<file path="src/rtl/hamming_pkg.sv">
// Shared SECDED (22,16) definitions: widths, bit-position maps, injection modes
// and the reference encode function also used by checker-side models.
package hamming_pkg;

  localparam int unsigned DATA_W = 16;
  localparam int unsigned CODE_W = 22;
  localparam int unsigned N_PAR  = 5;

  typedef logic [DATA_W-1:0] data_t;
  typedef logic [CODE_W-1:0] code_t;
  typedef logic [4:0]        pos_t;

  typedef enum logic [1:0] {
    INJ_NONE   = 2'b00,
    INJ_SINGLE = 2'b01,
    INJ_DOUBLE = 2'b10,
    INJ_PARITY = 2'b11
  } inj_mode_e;

  localparam pos_t PARITY_POS [N_PAR] = '{5'd0, 5'd1, 5'd3, 5'd7, 5'd15};

  localparam pos_t DATA_POS [DATA_W] = '{
    5'd2,  5'd4,  5'd5,  5'd6,  5'd8,  5'd9,  5'd10, 5'd11,
    5'd12, 5'd13, 5'd14, 5'd16, 5'd17, 5'd18, 5'd19, 5'd20
  };

  function automatic code_t hamming_encode(input data_t d);
    code_t      c;
    logic       p;
    logic [5:0] idx;
    c = '0;
    for (int unsigned i = 0; i < DATA_W; i++) begin
      c[DATA_POS[i]] = d[i];
    end
    for (int unsigned k = 0; k < N_PAR; k++) begin
      p = 1'b0;
      for (int unsigned j = 0; j < DATA_W; j++) begin
        idx = {1'b0, DATA_POS[j]} + 6'd1;
        if (idx[k]) p = p ^ d[j];
      end
      c[PARITY_POS[k]] = p;
    end
    c[CODE_W-1] = ^c[CODE_W-2:0];
    return c;
  endfunction

  // Positions beyond the codeword contribute nothing to the mask.
  function automatic code_t onehot_pos(input pos_t p);
    code_t m;
    m = '0;
    if (p < 5'(CODE_W)) m[p] = 1'b1;
    return m;
  endfunction

  function automatic code_t inj_mask(input inj_mode_e mode, input pos_t pa, input pos_t pb);
    code_t m;
    unique case (mode)
      INJ_SINGLE: m = onehot_pos(pa);
      INJ_DOUBLE: m = onehot_pos(pa) ^ onehot_pos(pb);
      INJ_PARITY: m = code_t'(1) << (CODE_W - 1);
      default:    m = '0;
    endcase
    return m;
  endfunction

endpackage

</file>
<file path="src/rtl/hamming_encoder_if.sv">
// Data-in and codeword-out valid/ready handshakes of the Hamming encoder.
interface hamming_encoder_if;
  import hamming_pkg::*;

  logic  in_valid;
  logic  in_ready;
  data_t in_data;
  logic  out_valid;
  logic  out_ready;
  code_t out_code;

  modport master (
    output in_valid, in_data, out_ready,
    input  in_ready, out_valid, out_code
  );

  modport slave (
    input  in_valid, in_data, out_ready,
    output in_ready, out_valid, out_code
  );
endinterface

</file>
<file path="src/rtl/hamming_skid_fifo.sv">
// Two-entry codeword queue with registered count; head entry is always visible.
module hamming_skid_fifo
  import hamming_pkg::*;
(
  input  logic       clk,
  input  logic       rst_n,
  input  logic       push,
  input  code_t      push_data,
  input  logic       pop,
  output code_t      head,
  output logic [1:0] count
);

  code_t mem [2];
  logic  wr_ptr;
  logic  rd_ptr;

  assign head = mem[rd_ptr];

  always_ff @(posedge clk or negedge rst_n) begin
    if (!rst_n) begin
      mem    <= '{default: '0};
      wr_ptr <= 1'b0;
      rd_ptr <= 1'b0;
      count  <= 2'd0;
    end else begin
      if (push) begin
        mem[wr_ptr] <= push_data;
        wr_ptr      <= ~wr_ptr;
      end
      if (pop) rd_ptr <= ~rd_ptr;
      unique case ({push, pop})
        2'b10:   count <= count + 2'd1;
        2'b01:   count <= count - 2'd1;
        default: count <= count;
      endcase
    end
  end

endmodule

</file>
<file path="src/rtl/hamming_encoder.sv">
// Streaming SECDED encoder: encodes accepted words, optionally corrupts one
// armed codeword, and queues results in a two-entry output FIFO.
module hamming_encoder
  import hamming_pkg::*;
(
  input  logic                clk,
  input  logic                rst_n,
  hamming_encoder_if.slave    bus,
  input  logic                inj_arm,
  input  logic [1:0]          inj_mode,
  input  logic [4:0]          inj_pos_a,
  input  logic [4:0]          inj_pos_b,
  output logic                inj_pending,
  output logic [15:0]         word_count
);

  logic [1:0] count;
  logic       accept;
  logic       pop;
  code_t      enc_code;
  code_t      push_code;
  inj_mode_e  mode_q;
  pos_t       pos_a_q;
  pos_t       pos_b_q;

  assign bus.in_ready  = rst_n && (count != 2'd2);
  assign bus.out_valid = (count != 2'd0);
  assign accept        = bus.in_valid && bus.in_ready;
  assign pop           = bus.out_valid && bus.out_ready;

  always_comb begin
    enc_code  = hamming_encode(bus.in_data);
    push_code = enc_code;
    if (inj_pending) push_code = enc_code ^ inj_mask(mode_q, pos_a_q, pos_b_q);
  end

  // Pending is sampled before the arm takes effect, so a word accepted in the
  // arm cycle itself stays clean and the corruption lands on the next accept.
  always_ff @(posedge clk or negedge rst_n) begin
    if (!rst_n) begin
      inj_pending <= 1'b0;
      mode_q      <= INJ_NONE;
      pos_a_q     <= '0;
      pos_b_q     <= '0;
    end else if (inj_pending) begin
      if (accept) inj_pending <= 1'b0;
    end else if (inj_arm) begin
      inj_pending <= 1'b1;
      mode_q      <= inj_mode_e'(inj_mode);
      pos_a_q     <= inj_pos_a;
      pos_b_q     <= inj_pos_b;
    end
  end

  always_ff @(posedge clk or negedge rst_n) begin
    if (!rst_n)      word_count <= '0;
    else if (accept) word_count <= word_count + 16'd1;
  end

  hamming_skid_fifo u_fifo (
    .clk       (clk),
    .rst_n     (rst_n),
    .push      (accept),
    .push_data (push_code),
    .pop       (pop),
    .head      (bus.out_code),
    .count     (count)
  );

endmodule

</file>
<file path="src/flat_wrapper.sv">
// flat-port wrapper written by rule: the top's interface ports become plain ports
module hamming_encoder_flat import hamming_pkg::*;
  (clk, rst_n, inj_arm, inj_mode, inj_pos_a, inj_pos_b, inj_pending, word_count, bus_in_valid, bus_in_data, bus_out_ready, bus_in_ready, bus_out_valid, bus_out_code);
  hamming_encoder_if bus_i ();
  input  logic clk;
  input  logic rst_n;
  input  logic inj_arm;
  input  logic [1:0] inj_mode;
  input  logic [4:0] inj_pos_a;
  input  logic [4:0] inj_pos_b;
  output logic inj_pending;
  output logic [15:0] word_count;
  input wire logic [$bits(bus_i.in_valid)-1:0] bus_in_valid;
  input wire logic [$bits(bus_i.in_data)-1:0] bus_in_data;
  input wire logic [$bits(bus_i.out_ready)-1:0] bus_out_ready;
  output wire logic [$bits(bus_i.in_ready)-1:0] bus_in_ready;
  output wire logic [$bits(bus_i.out_valid)-1:0] bus_out_valid;
  output wire logic [$bits(bus_i.out_code)-1:0] bus_out_code;
  assign bus_i.in_valid = bus_in_valid;
  assign bus_i.in_data = bus_in_data;
  assign bus_i.out_ready = bus_out_ready;
  assign bus_in_ready = bus_i.in_ready;
  assign bus_out_valid = bus_i.out_valid;
  assign bus_out_code = bus_i.out_code;
  hamming_encoder u_core (.clk(clk), .rst_n(rst_n), .bus(bus_i), .inj_arm(inj_arm), .inj_mode(inj_mode), .inj_pos_a(inj_pos_a), .inj_pos_b(inj_pos_b), .inj_pending(inj_pending), .word_count(word_count));
endmodule
</file>
<file path="config.mk">
export PLATFORM = sky130hd
export DESIGN_NAME = hamming_encoder_flat
export DESIGN_NICKNAME = d
export VERILOG_FILES = /design/src/rtl/hamming_pkg.sv /design/src/rtl/hamming_encoder_if.sv /design/src/rtl/hamming_skid_fifo.sv /design/src/rtl/hamming_encoder.sv /design/src/flat_wrapper.sv
export SDC_FILE = /design/constraint.sdc
export NUM_CORES = 1
export LEC_CHECK = 0
export ABC_CLOCK_PERIOD_IN_PS = 2000
export BUFFER_PORTS_ARGS = -buffer_cell sky130_fd_sc_hd__buf_2
export CELL_PAD_IN_SITES_DETAIL_PLACEMENT = 0
export CELL_PAD_IN_SITES_GLOBAL_PLACEMENT = 2
export CORE_MARGIN = 2
export CORE_UTILIZATION = 33
export CTS_BUF_LIST = sky130_fd_sc_hd__clkbuf_8
export DETAILED_ROUTE_END_ITERATION = 8
export HOLD_SLACK_MARGIN = 0.15
export PLACE_DENSITY_LB_ADDON = 0.1
export SLEW_MARGIN = 20
export SYNTH_ARGS = -nofsm -noshare
export SYNTH_HDL_FRONTEND = slang
export SYNTH_SLANG_ARGS = --single-unit
</file>
<file path="constraint.sdc">
create_clock -name clk -period 2 [get_ports clk]
set_input_delay 0.1 -clock clk [delete_from_list [all_inputs] [get_ports clk]]
set_output_delay 0.1 -clock clk [all_outputs]
set_load 0.01 [all_outputs]
</file>
==> results of run 1 <==
cell families after synthesis:
family,share of synthesized area
and+or+nand+nor,0.163
xor gates and xnor gates,0.201
DFF,0.441
muxes,0.121
AOI/OAI and AO/OA,0.0464
buffers and inverters,0.0217
adders and majority gates,0.00572
layout make-up:
| class | count | area (um2) |
|---|---|---|
| Tap cell | 176 | 220 |
| Multi-Input combinational cell | 325 | 2430 |
| Fill cell | 1290 | 7350 |
| Clock buffer | 10 | 138 |
| Inverter | 4 | 15.0 |
| Clock inverter | 5 | 53.8 |
| Sequential cell | 77 | 1930 |
| Timing Repair Buffer | 139 | 956 |
critical path, cell delays in order:
cell	delay [ns]
dlygate4sd3_1	0.53
buf_2	0.16
xor2_4	0.20
xnor2_2	0.15
xnor2_1	0.20
xnor3_1	0.44
xnor2_1	0.14
mux2_2	0.26
where the power goes:
group	internal [uW]	total, uW	switching [uW]	leakage, uW
Combinational	1990	3920	1930	0.00149
Sequential	2220	2660	448	0.000928
Clock	597	1190	594	0.000101
Total	4800	7770	2970	0.00252
per-stage QoR:
step	instance area, um2	util	total power, uW	hold slack (ns)
5_1_grt	5740	0.439	8430	0.236
2_1_floorplan	4370	-	5080	-0.196
4_1_cts	5640	0.431	7850	0.158
3_5_place_dp	5190	0.397	6570	0.264
3_3_place_gp	5190	0.397	6520	0.265
6_report	5740	0.439	7770	0.196
timing repair:
| action | CTS | global route |
|---|---|---|
| hold buffers | 26 | 1 |
| setup endpoints to repair | 0 | 8 |
| setup buffers | 0 | 1 |
| endpoints found under the hold margin | 114 | 1 |
| resized for setup | 0 | 13 |
sequential cells by signal, summed over array words and instances, names as in the netlist:
name                  cells
u_core.u_fifo.rd_ptr      1
u_core.u_fifo.count       2
u_core.pos_b_q            5
u_core.u_fifo.wr_ptr      1
u_core.pos_a_q            5
u_core.inj_pending        1
u_core.mode_q             2
u_core.u_fifo.mem        44
u_core.word_count        16
cell usage in the layout, fill, tap and decap left out, types with 3 or more instances in the layout:
cell type,count
dfrtp_1,75
buf_2,72
xnor2_1,57
nand2_1,50
mux2_2,46
nor2_1,40
buf_4,38
dlygate4sd3_1,27
xor2_1,18
o21ai_0,18
a21oi_1,15
nand3_1,14
clkbuf_8,10
nor3b_1,7
nand4_1,7
xnor2_2,6
nor2b_1,5
inv_1,5
and3_1,4
nor3_1,4
xnor3_1,4
and2_1,3
per-layer routing:
layer  track usage  vias up
met1         0.239     1619
li1              -     1684
met2         0.253       66
met4        0.0647        0
met3        0.0278       15
met5             0        -
path summary, 6_finish.rpt:
check,from,end,slack (ns),cells past startpoint
worst max-delay path,bus_in_data[14],u_core.u_fifo.mem[43]$_DFFE_PN0P_,0.07,8
worst min-delay path,bus_in_data[3],u_core.u_fifo.mem[28]$_DFFE_PN0P_,0.20,4
worst max register to register,u_core.pos_b_q[3]$_DFFE_PN0P_,u_core.u_fifo.mem[43]$_DFFE_PN0P_,0.14,6
worst min register to register,u_core.word_count[15]$_DFFE_PN0P_,u_core.word_count[15]$_DFFE_PN0P_,0.47,1
min in group asynchronous,rst_n,u_core.mode_q[1]$_DFFE_PN0P_,0.39,3
max in group asynchronous,rst_n,u_core.u_fifo.mem[20]$_DFFE_PN0P_,1.18,3
==> key figures, run 1 <==
Finish
  • P&R area growth vs syn: 31.2%
  • Final net count: 591
  • Antenna cells: 0
  • Ratio of cells with drive above 1 in the final layout: 0.339
  • Fin cells: 736

CTS
  • Clock root cell: clkbuf_8
  • Clk slew on worst S/H paths: 0.08 ns
  • TritonCTS Sinks: 77
  • H-Tree Depth: 3
  • Longest Clk Path Bufs: 2
  • CTS tree: built
  • Clk_lat worst skew: 0.37 ns
  • Num CTS Buffers: 9

Yosys
  • Mapped Avg Cell Area: 10.2 um2
  • Number of synthesized flops with an enable pin: 0
  • Synth unique cells: 40
  • Post-synth net total: 462
  • Leading area contributor after synthesis: dfrtp_1
  • Synth Flop Type: dfrtp_1
  • Sequential fraction of the synthesis area: 0.441
  • Main area contributors after synthesis: dfrtp_1, xnor2_1, mux2_2
  • Syn Inst Count: 427
  • Count leader, synth: dfrtp_1
  • Post-synth ARST share: 1.00
  • YS warnings: 0
  • Top cell type's share of synthesized area: 0.441
  • Number of synthesized register bits: 77
  • Post-synthesis cell area: 0.00437 mm2
  • Commonest cells post-synth: dfrtp_1, xnor2_1, nand2_1

Global routing
  • Total gr overflow: 0
  • Initial antenna violation count: 0
  • Largest net degree at the start of global routing: 45
  • All-layer global routing usage: 0.167
  • First-pass GRT wire length: 18100 um
  • Number of global-route vias before repair: 3378

Timing
  • RSZ-0062 raised after global routing: no
  • Worst slew margin: 0.628
  • Final worst slack: 0.0650 ns
  • Achievable Freq: 0.517 GHz
  • Fin. max-slew vios: 0
  • Setup Skew: 0.0113 ns
  • Count of final hold-check violations: 0
  • Final setup violation count: 0
  • Period utilization: 0.967
  • Crit path time final: 1.93 ns
  • Worst slew pin tran: 0.558 ns
  • Sum Neg Setup Slack: 0 ns

Setup path
  • CP endpoint kind: register
  • CP arrival: 2.19 ns
  • Crit path max fanout: 2
  • Startpoint types: input pin
  • Critical Path RT: 2.25 ns
  • Crit Path Class: input pin to register

Routing
  • Routed vias: 3384
  • Initial drt markers: 199
  • DR WL met3: 399 um
  • WL/cell: 14.9 um
  • Top layer in use: met4
  • Via density: 4.60
  • Routed Antenna Nets: 0
  • M1 WL: 5460 um
  • Routed wl met2: 4860 um
  • Post-route DRC violation count: 0
  • Pre-Repair DR Iteration Count: 4
  • Final WL: 11000 um

Flow run
  • Max-cap violations: 0

Power and ir drop
  • P_leak: 0.00252 uW
  • Pwr Density: 1350 mW/mm2
  • Peak supply drop: 555 uV

Floorplanning
  • Core ar.: 0.0131 mm2
  • Row count: 42
  • Die area: 0.0142 mm2
  • Die H: 119 um
  • Die width: 119 um
  • IO Count: 74
  • Initial core utilization: 0.334

Placed design
  • Port bufs: 73
  • Placed cell count: 693
  • Pre-CTS WS: 0.0170 ns
  • Routability cong.: 0.810
  • DP HPWL: 8060 um

Outcome
  • Status: completed

Hold path
  • Hold Path Class: input pin to register
Note: power is estimated with default switching activity, not from simulation.
==> inputs of run 2 (changes only) <==
--- a/config.mk
+++ b/config.mk
@@ -6,7 +6,7 @@
 export NUM_CORES = 1
 export LEC_CHECK = 0
 export ABC_CLOCK_PERIOD_IN_PS = 2000
-export BUFFER_PORTS_ARGS = -buffer_cell sky130_fd_sc_hd__buf_2
+export BUFFER_PORTS_ARGS = -buffer_cell sky130_fd_sc_hd__clkbuf_2
 export CELL_PAD_IN_SITES_DETAIL_PLACEMENT = 0
 export CELL_PAD_IN_SITES_GLOBAL_PLACEMENT = 2
 export CORE_MARGIN = 2
@@ -15,6 +15,7 @@
 export DETAILED_ROUTE_END_ITERATION = 8
 export HOLD_SLACK_MARGIN = 0.15
 export PLACE_DENSITY_LB_ADDON = 0.1
+export SKIP_CTS_REPAIR_TIMING = 1
 export SLEW_MARGIN = 20
 export SYNTH_ARGS = -nofsm -noshare
 export SYNTH_HDL_FRONTEND = slang
==> key figures, run 2 (synthesis results as in run 1) <==
Outcome
  • Status: completed

Finish
  • Ratio of cells with drive above 1 in the final layout: 0.332
  • FF/Latch Area: 0.00193 mm2
  • Final net count: 588
  • Commonest non-fill, non-tap cell in the layout: dfrtp_1
  • Post-Route Utilization: 0.432
  • Top flop regs: u_core.u_fifo.mem: 44 flops, u_core.word_count: 16 flops
  • Fin cells: 734
  • Filler Cells Inserted: 1310
  • Antenna cells: 0
  • P&R area growth vs syn: 29.3%
  • Most frequent cells in the layout: dfrtp_1, clkbuf_2, xnor2_1, nand2_1, mux2_2
  • Top reg by flops: u_core.u_fifo.mem
  • Largest register FFs: 44
  • Multi-input logic area: 0.00236 mm2

Power and ir drop
  • Combinational power share: 0.493
  • Switching portion of total power: 0.379
  • Flop pwr share: 0.335
  • Internal: 4920 uW
  • P_leak: 0.00249 uW
  • Pwr Density: 1400 mW/mm2
  • Clock network fraction of total power: 0.172
  • Net Sw Power: 3000 uW
  • Peak supply drop: 495 uV

Hold path
  • Hold Startpoint: bus_in_data[5]
  • Hold path depth: 3
  • WHS Endpoint: u_core.u_fifo.mem[31]$_DFFE_PN0P_
  • Hold Path Class: input pin to register

Placed design
  • Port bufs: 73
  • Routability cong.: 0.803
  • Placed cell count: 697
  • Pre-CTS WS: -0.0150 ns
  • DP HPWL: 8080 um

CTS
  • Clk slew on worst S/H paths: 0.08 ns
  • Clock root cell: clkbuf_8
  • TritonCTS Sinks: 77
  • Num CTS Buffers: 9
  • H-Tree Depth: 3
  • CTS tree: built
  • Longest Clk Path Bufs: 2
  • Clk_lat worst skew: 0.38 ns

Timing
  • Worst slew margin: 0.592
  • RSZ-0062 raised after global routing: no
  • Crit path time final: 1.85 ns
  • Final setup violation count: 0
  • Count of final hold-check violations: 0
  • Setup Skew: 0.00662 ns
  • Worst slew pin tran: 0.612 ns
  • Fin. max-slew vios: 0
  • Sum Neg Setup Slack: 0 ns
  • Period utilization: 0.927
  • Achievable Freq: 0.539 GHz
  • Final worst slack: 0.146 ns

Floorplanning
  • Row count: 42
  • Die area: 0.0142 mm2
  • Die width: 119 um
  • Die H: 119 um
  • Initial core utilization: 0.334
  • IO Count: 74
  • Core ar.: 0.0131 mm2

Global routing
  • Number of global-route vias before repair: 3283
  • Initial antenna violation count: 0
  • All-layer global routing usage: 0.164
  • First-pass GRT wire length: 17700 um
  • Total gr overflow: 0
  • Largest net degree at the start of global routing: 46

Routing
  • Final WL: 10900 um
  • Pre-Repair DR Iteration Count: 4
  • WL/cell: 14.8 um
  • Initial drt markers: 129
  • Routed vias: 3321
  • Routed Antenna Nets: 0
  • Post-route DRC violation count: 0
  • Via density: 4.52

Setup path
  • Flop2flop setup slack: 0.15 ns
  • Startpoint types: register
  • CP endpoint kind: register
  • CP arrival: 2.12 ns
  • Worst r2r path cells: 6
  • FF-to-FF End: u_core.u_fifo.mem[21]$_DFFE_PN0P_
  • Critical Path RT: 2.27 ns
  • Crit Path Class: register to register
  • Crit path max fanout: 6
  • Reg-to-Reg Start: u_core.pos_b_q[3]$_DFFE_PN0P_

Flow run
  • Max-cap violations: 0
-- run 2: changes by cell type in the layout (fill, tap and decap cells not counted), moves of 2 or more --
cell and delta:
dfrtp_2 -2, dlygate4sd3_1 -6, buf_2 -72, clkbuf_2 +72, dfrtp_1 +2, xnor2_1 +5
buf_4 +4, xnor2_2 -5
-- run 2: metal layers --
| layer | global-route usage | vias to the layer above | share of wire |
|---|---|---|---|
| met2 | 0.243 | 54 | 0.44 |
| met5 | 0 | - | 0 |
| met1 | 0.234 | 1580 | 0.51 |
| met4 | 0.0714 | 0 | 0.019 |
| met3 | 0.0273 | 12 | 0.032 |
| li1 | - | 1675 | - |
-- run 2: how the worst max path moves through the flow --
stage	from	endpoint	slack [ns]	cells past startpoint
after floorplan	u_core.pos_a_q[0]$_DFFE_PN0P_	u_core.u_fifo.mem[43]$_DFFE_PN0P_	0.12	8
after global placement	bus_in_data[6]	u_core.u_fifo.mem[43]$_DFFE_PN0P_	0.03	7
after detailed placement	bus_in_data[6]	u_core.u_fifo.mem[21]$_DFFE_PN0P_	-0.01	7
after CTS	u_core.mode_q[0]$_DFFE_PN0P_	u_core.u_fifo.mem[37]$_DFFE_PN0P_	0.04	6
after global routing	u_core.pos_b_q[0]$_DFFE_PN0P_	u_core.u_fifo.mem[9]$_DFFE_PN0P_	0.02	8
final	u_core.pos_b_q[3]$_DFFE_PN0P_	u_core.u_fifo.mem[21]$_DFFE_PN0P_	0.15	6
-- run 2: metrics by stage --
stage	cell area (um2)	power [uW]	hold slack (ns)
2_1_floorplan	4370	5080	-0.196
3_3_place_gp	5210	6550	0.245
3_5_place_dp	5210	6600	0.241
4_1_cts	5430	7980	-0.174
5_1_grt	5650	8560	0.152
6_report	5650	7920	0.119
-- run 2: power by group through the flow --
| stage | sequential [uW] | clock, uW | combinational (uW) |
|---|---|---|---|
| final | 2650 | 1360 | 3910 |
| after global routing | 2770 | 1460 | 4330 |
| after CTS | 2660 | 1390 | 3930 |
| after detailed placement | 2690 | 0 | 3910 |
| after global placement | 2660 | 0 | 3890 |
| after floorplan | 2580 | 0 | 2500 |
-- run 2: area by class of cell --
type                    count  share of cell area
multi-input cells         325               0.418
clock inverters             6              0.0151
flip-flops and latches     77               0.341
well taps                 176              0.0390
inverters                   4             0.00266
clock buffers              10              0.0243
repair buffers            136               0.160
-- run 2: worst max-delay path, cell delays in order, from the launching register on --
cell	delay, ns
dfrtp_1	0.44
nand3b_1	0.25
a2111oi_2	0.36
o21ai_1	0.14
a21boi_2	0.19
xnor2_1	0.10
mux2_2	0.27
==> inputs of run 3 (changes only) <==
--- a/config.mk
+++ b/config.mk
@@ -10,7 +10,7 @@
 export CELL_PAD_IN_SITES_DETAIL_PLACEMENT = 0
 export CELL_PAD_IN_SITES_GLOBAL_PLACEMENT = 2
 export CORE_MARGIN = 2
-export CORE_UTILIZATION = 33
+export CORE_UTILIZATION = 35
 export CTS_BUF_LIST = sky130_fd_sc_hd__clkbuf_8
 export DETAILED_ROUTE_END_ITERATION = 8
 export HOLD_SLACK_MARGIN = 0.15
@@ -19,4 +19,5 @@
 export SLEW_MARGIN = 20
 export SYNTH_ARGS = -nofsm -noshare
 export SYNTH_HDL_FRONTEND = slang
+export SYNTH_HIERARCHICAL = 1
 export SYNTH_SLANG_ARGS = --single-unit
==> key figures, run 3 <==
Floorplanning
  • Row count: 41
  • Initial core utilization: 0.359
  • Die width: 118 um
  • Core ar.: 0.0127 mm2
  • Die area: 0.0139 mm2
  • Die H: 118 um
  • IO Count: 74

Finish
  • Most frequent cells in the layout: dfrtp_1, clkbuf_2, xnor2_1, buf_4, mux2_2
  • Fin cells: 717
  • Final net count: 575
  • Filler Cells Inserted: 1249
  • Ratio of cells with drive above 1 in the final layout: 0.428
  • Largest register FFs: 44
  • Antenna cells: 0
  • Commonest non-fill, non-tap cell in the layout: dfrtp_1
  • P&R area growth vs syn: 32.0%
  • Top reg by flops: u_core/u_fifo/mem
  • Top flop regs: u_core/u_fifo/mem: 44 flops, u_core/word_count: 16 flops

Setup path
  • FF-to-FF End: u_core/u_fifo/mem[4]$_DFFE_PN0P_
  • CP arrival: 2.23 ns
  • Startpoint types: register
  • Crit Path Class: register to register
  • CP endpoint kind: register
  • Worst r2r path cells: 7
  • Reg-to-Reg Start: u_core/pos_b_q[4]$_DFFE_PN0P_
  • Critical Path RT: 2.26 ns
  • Crit path max fanout: 8
  • Flop2flop setup slack: 0.03 ns

CTS
  • H-Tree Depth: 3
  • TritonCTS Sinks: 77
  • Longest Clk Path Bufs: 2
  • CTS tree: built
  • Clock root cell: clkbuf_8
  • Clk_lat worst skew: 0.37 ns
  • Num CTS Buffers: 9
  • Clk slew on worst S/H paths: 0.08 ns

Global routing
  • M2 GR Usage: 0.260
  • Met3 global-route usage: 0.0320
  • Number of global-route vias before repair: 3431
  • All-layer global routing usage: 0.166
  • GRT busiest layer: met2
  • Largest net degree at the start of global routing: 43
  • First-pass GRT wire length: 17800 um
  • Initial antenna violation count: 0
  • Grt met1 use: 0.226
  • Total gr overflow: 0

Power and ir drop
  • Combinational power share: 0.536
  • Switching portion of total power: 0.382
  • Net Sw Power: 3200 uW
  • Pwr Density: 1400 mW/mm2
  • Internal: 5180 uW
  • Flop pwr share: 0.319
  • Peak supply drop: 595 uV
  • Clock network fraction of total power: 0.145
  • P_leak: 0.00269 uW

Yosys
  • Commonest cells post-synth: dfrtp_1, xnor2_1, mux2_2
  • Synth Area in Compound Gates: 0.0176
  • Count leader, synth: dfrtp_1
  • YS warnings: 6
  • Sequential fraction of the synthesis area: 0.424
  • Synth unique cells: 46
  • Post-Synth XOR/XNOR Area: 0.192
  • Post-synthesis mux area share: 0.189
  • Number of synthesized flops with an enable pin: 0
  • Number of synthesized register bits: 77
  • Syn Inst Count: 408
  • Top cell type's share of synthesized area: 0.424
  • Simple-gate area share of the yosys netlist: 0.145
  • Post-synth net total: 443
  • Main area contributors after synthesis: dfrtp_1, mux2_2, xnor2_1
  • Post-synth ARST share: 1.00
  • Synth Flop Type: dfrtp_1
  • Mapped Avg Cell Area: 11.1 um2
  • Post-synthesis cell area: 0.00455 mm2
  • Largest family of logic cells by synthesized area: XOR/XNOR gates
  • Leading area contributor after synthesis: dfrtp_1
  • Post-Synth Adder-Cell Area: 0.00550

Timing
  • Crit path time final: 1.97 ns
  • RSZ-0062 raised after global routing: yes
  • Final setup violation count: 0
  • Worst slew margin: 0.637
  • Hold slack: 0.157 ns
  • Worst slew pin tran: 0.545 ns
  • Count of final hold-check violations: 0
  • Achievable Freq: 0.508 GHz
  • Period utilization: 0.985
  • Setup Skew: 0.00809 ns
  • Fin. max-slew vios: 0

Placed design
  • DP HPWL: 8280 um
  • Placed cell count: 677
  • Routability cong.: 0.806
  • Port bufs: 73

Routing
  • Via density: 4.65
  • Post-route DRC violation count: 0
  • WL/cell: 15.6 um
  • Initial drt markers: 91
  • Routed vias: 3333
  • Routed Antenna Nets: 0
  • Pre-Repair DR Iteration Count: 4
  • Final WL: 11200 um

Hold path
  • WHS Endpoint: u_core/word_count[0]$_DFFE_PN0P_
  • Hold Startpoint: bus_in_valid
  • Hold Path Class: input pin to register
  • Hold path depth: 4

Flow run
  • Max-cap violations: 0

Outcome
  • Status: completed
## run 3: cell count changes after synthesis, moves of 4 or more
cell and delta:
nor2_1 -13, mux2_2 +4, xor2_1 +10, xnor2_1 -5, nor3_1 +4, a21oi_1 -15
nand2_1 -24, clkbuf_1 -5, nand2b_1 +4, o21ai_0 -14, mux2_1 +24, nor4_1 +5
## run 3: how the worst max path moves through the flow
stage,start,end,slack [ns],cells after the start
2_1_floorplan,u_core/pos_b_q[2]$_DFFE_PN0P_,u_core/u_fifo/mem[43]$_DFFE_PN0P_,0.03,7
3_3_place_gp,u_core/pos_b_q[1]$_DFFE_PN0P_,u_core/u_fifo/mem[43]$_DFFE_PN0P_,0.006,7
3_5_place_dp,bus_in_data[15],u_core/u_fifo/mem[43]$_DFFE_PN0P_,-0.10,7
4_1_cts,u_core/pos_b_q[1]$_DFFE_PN0P_,u_core/u_fifo/mem[43]$_DFFE_PN0P_,-0.10,7
5_1_grt,u_core/pos_b_q[0]$_DFFE_PN0P_,u_core/u_fifo/mem[6]$_DFFE_PN0P_,-0.09,6
6_report,u_core/pos_b_q[4]$_DFFE_PN0P_,u_core/u_fifo/mem[4]$_DFFE_PN0P_,0.03,7
## run 3: metal layers
metal | vias up | routed length (um)
li1 | 1653 | -
met3 | 11 | 335
met2 | 53 | 5160
met5 | - | 0
met1 | 1616 | 5520
met4 | 0 | 198
## run 3: area by class of cell
cell class,count,area [um2],area share
clock buffers,10,138,0.0229
multi-input cells,305,2680,0.447
flip-flops and latches,77,1930,0.321
clock inverters,6,63.8,0.0106
well taps,172,215,0.0359
repair buffers,141,952,0.159
inverters,6,22.5,0.00375
## run 3: worst max-delay path, cell delays in order, from the launching register on
cell and delay, ns:
dfrtp_1 0.39, buf_6 0.14, a2111oi_4 0.42, nor3b_2 0.28, xnor2_1 0.14, nor2_1 0.07, xor2_1 0.15, mux2_2 0.26
## run 3: power groups by stage
stage / logic (uW) / registers (uW) / clock network, uW
finish: 4490 / 2670 / 1220
global route: 4920 / 2770 / 1330
CTS: 4120 / 2660 / 1270
detailed placement: 4100 / 2700 / 0
global placement: 4050 / 2660 / 0
floorplan: 2650 / 2600 / 0
## run 3: logic make-up after synthesis
| group | Yosys count |
|---|---|
| mux | 76 |
| flops | 77 |
| compound gates | 11 |
| buf+inv | 26 |
| simple gates | 124 |
| xor+xnor | 92 |
| fa+ha+maj | 2 |
## run 3: through the flow
stage | TNS [ns] | cell area (um2) | util | total power, uW | setup WS, ns
floorplan | 0 | 4560 | - | 5250 | 0.0263
global placement | 0 | 5390 | 0.426 | 6710 | 0.00629
detailed placement | -0.227 | 5390 | 0.426 | 6800 | -0.102
CTS | -0.237 | 5600 | 0.442 | 8050 | -0.105
global route | -0.619 | 6000 | 0.474 | 9020 | -0.0856
finish | 0 | 6000 | 0.474 | 8380 | 0.0310
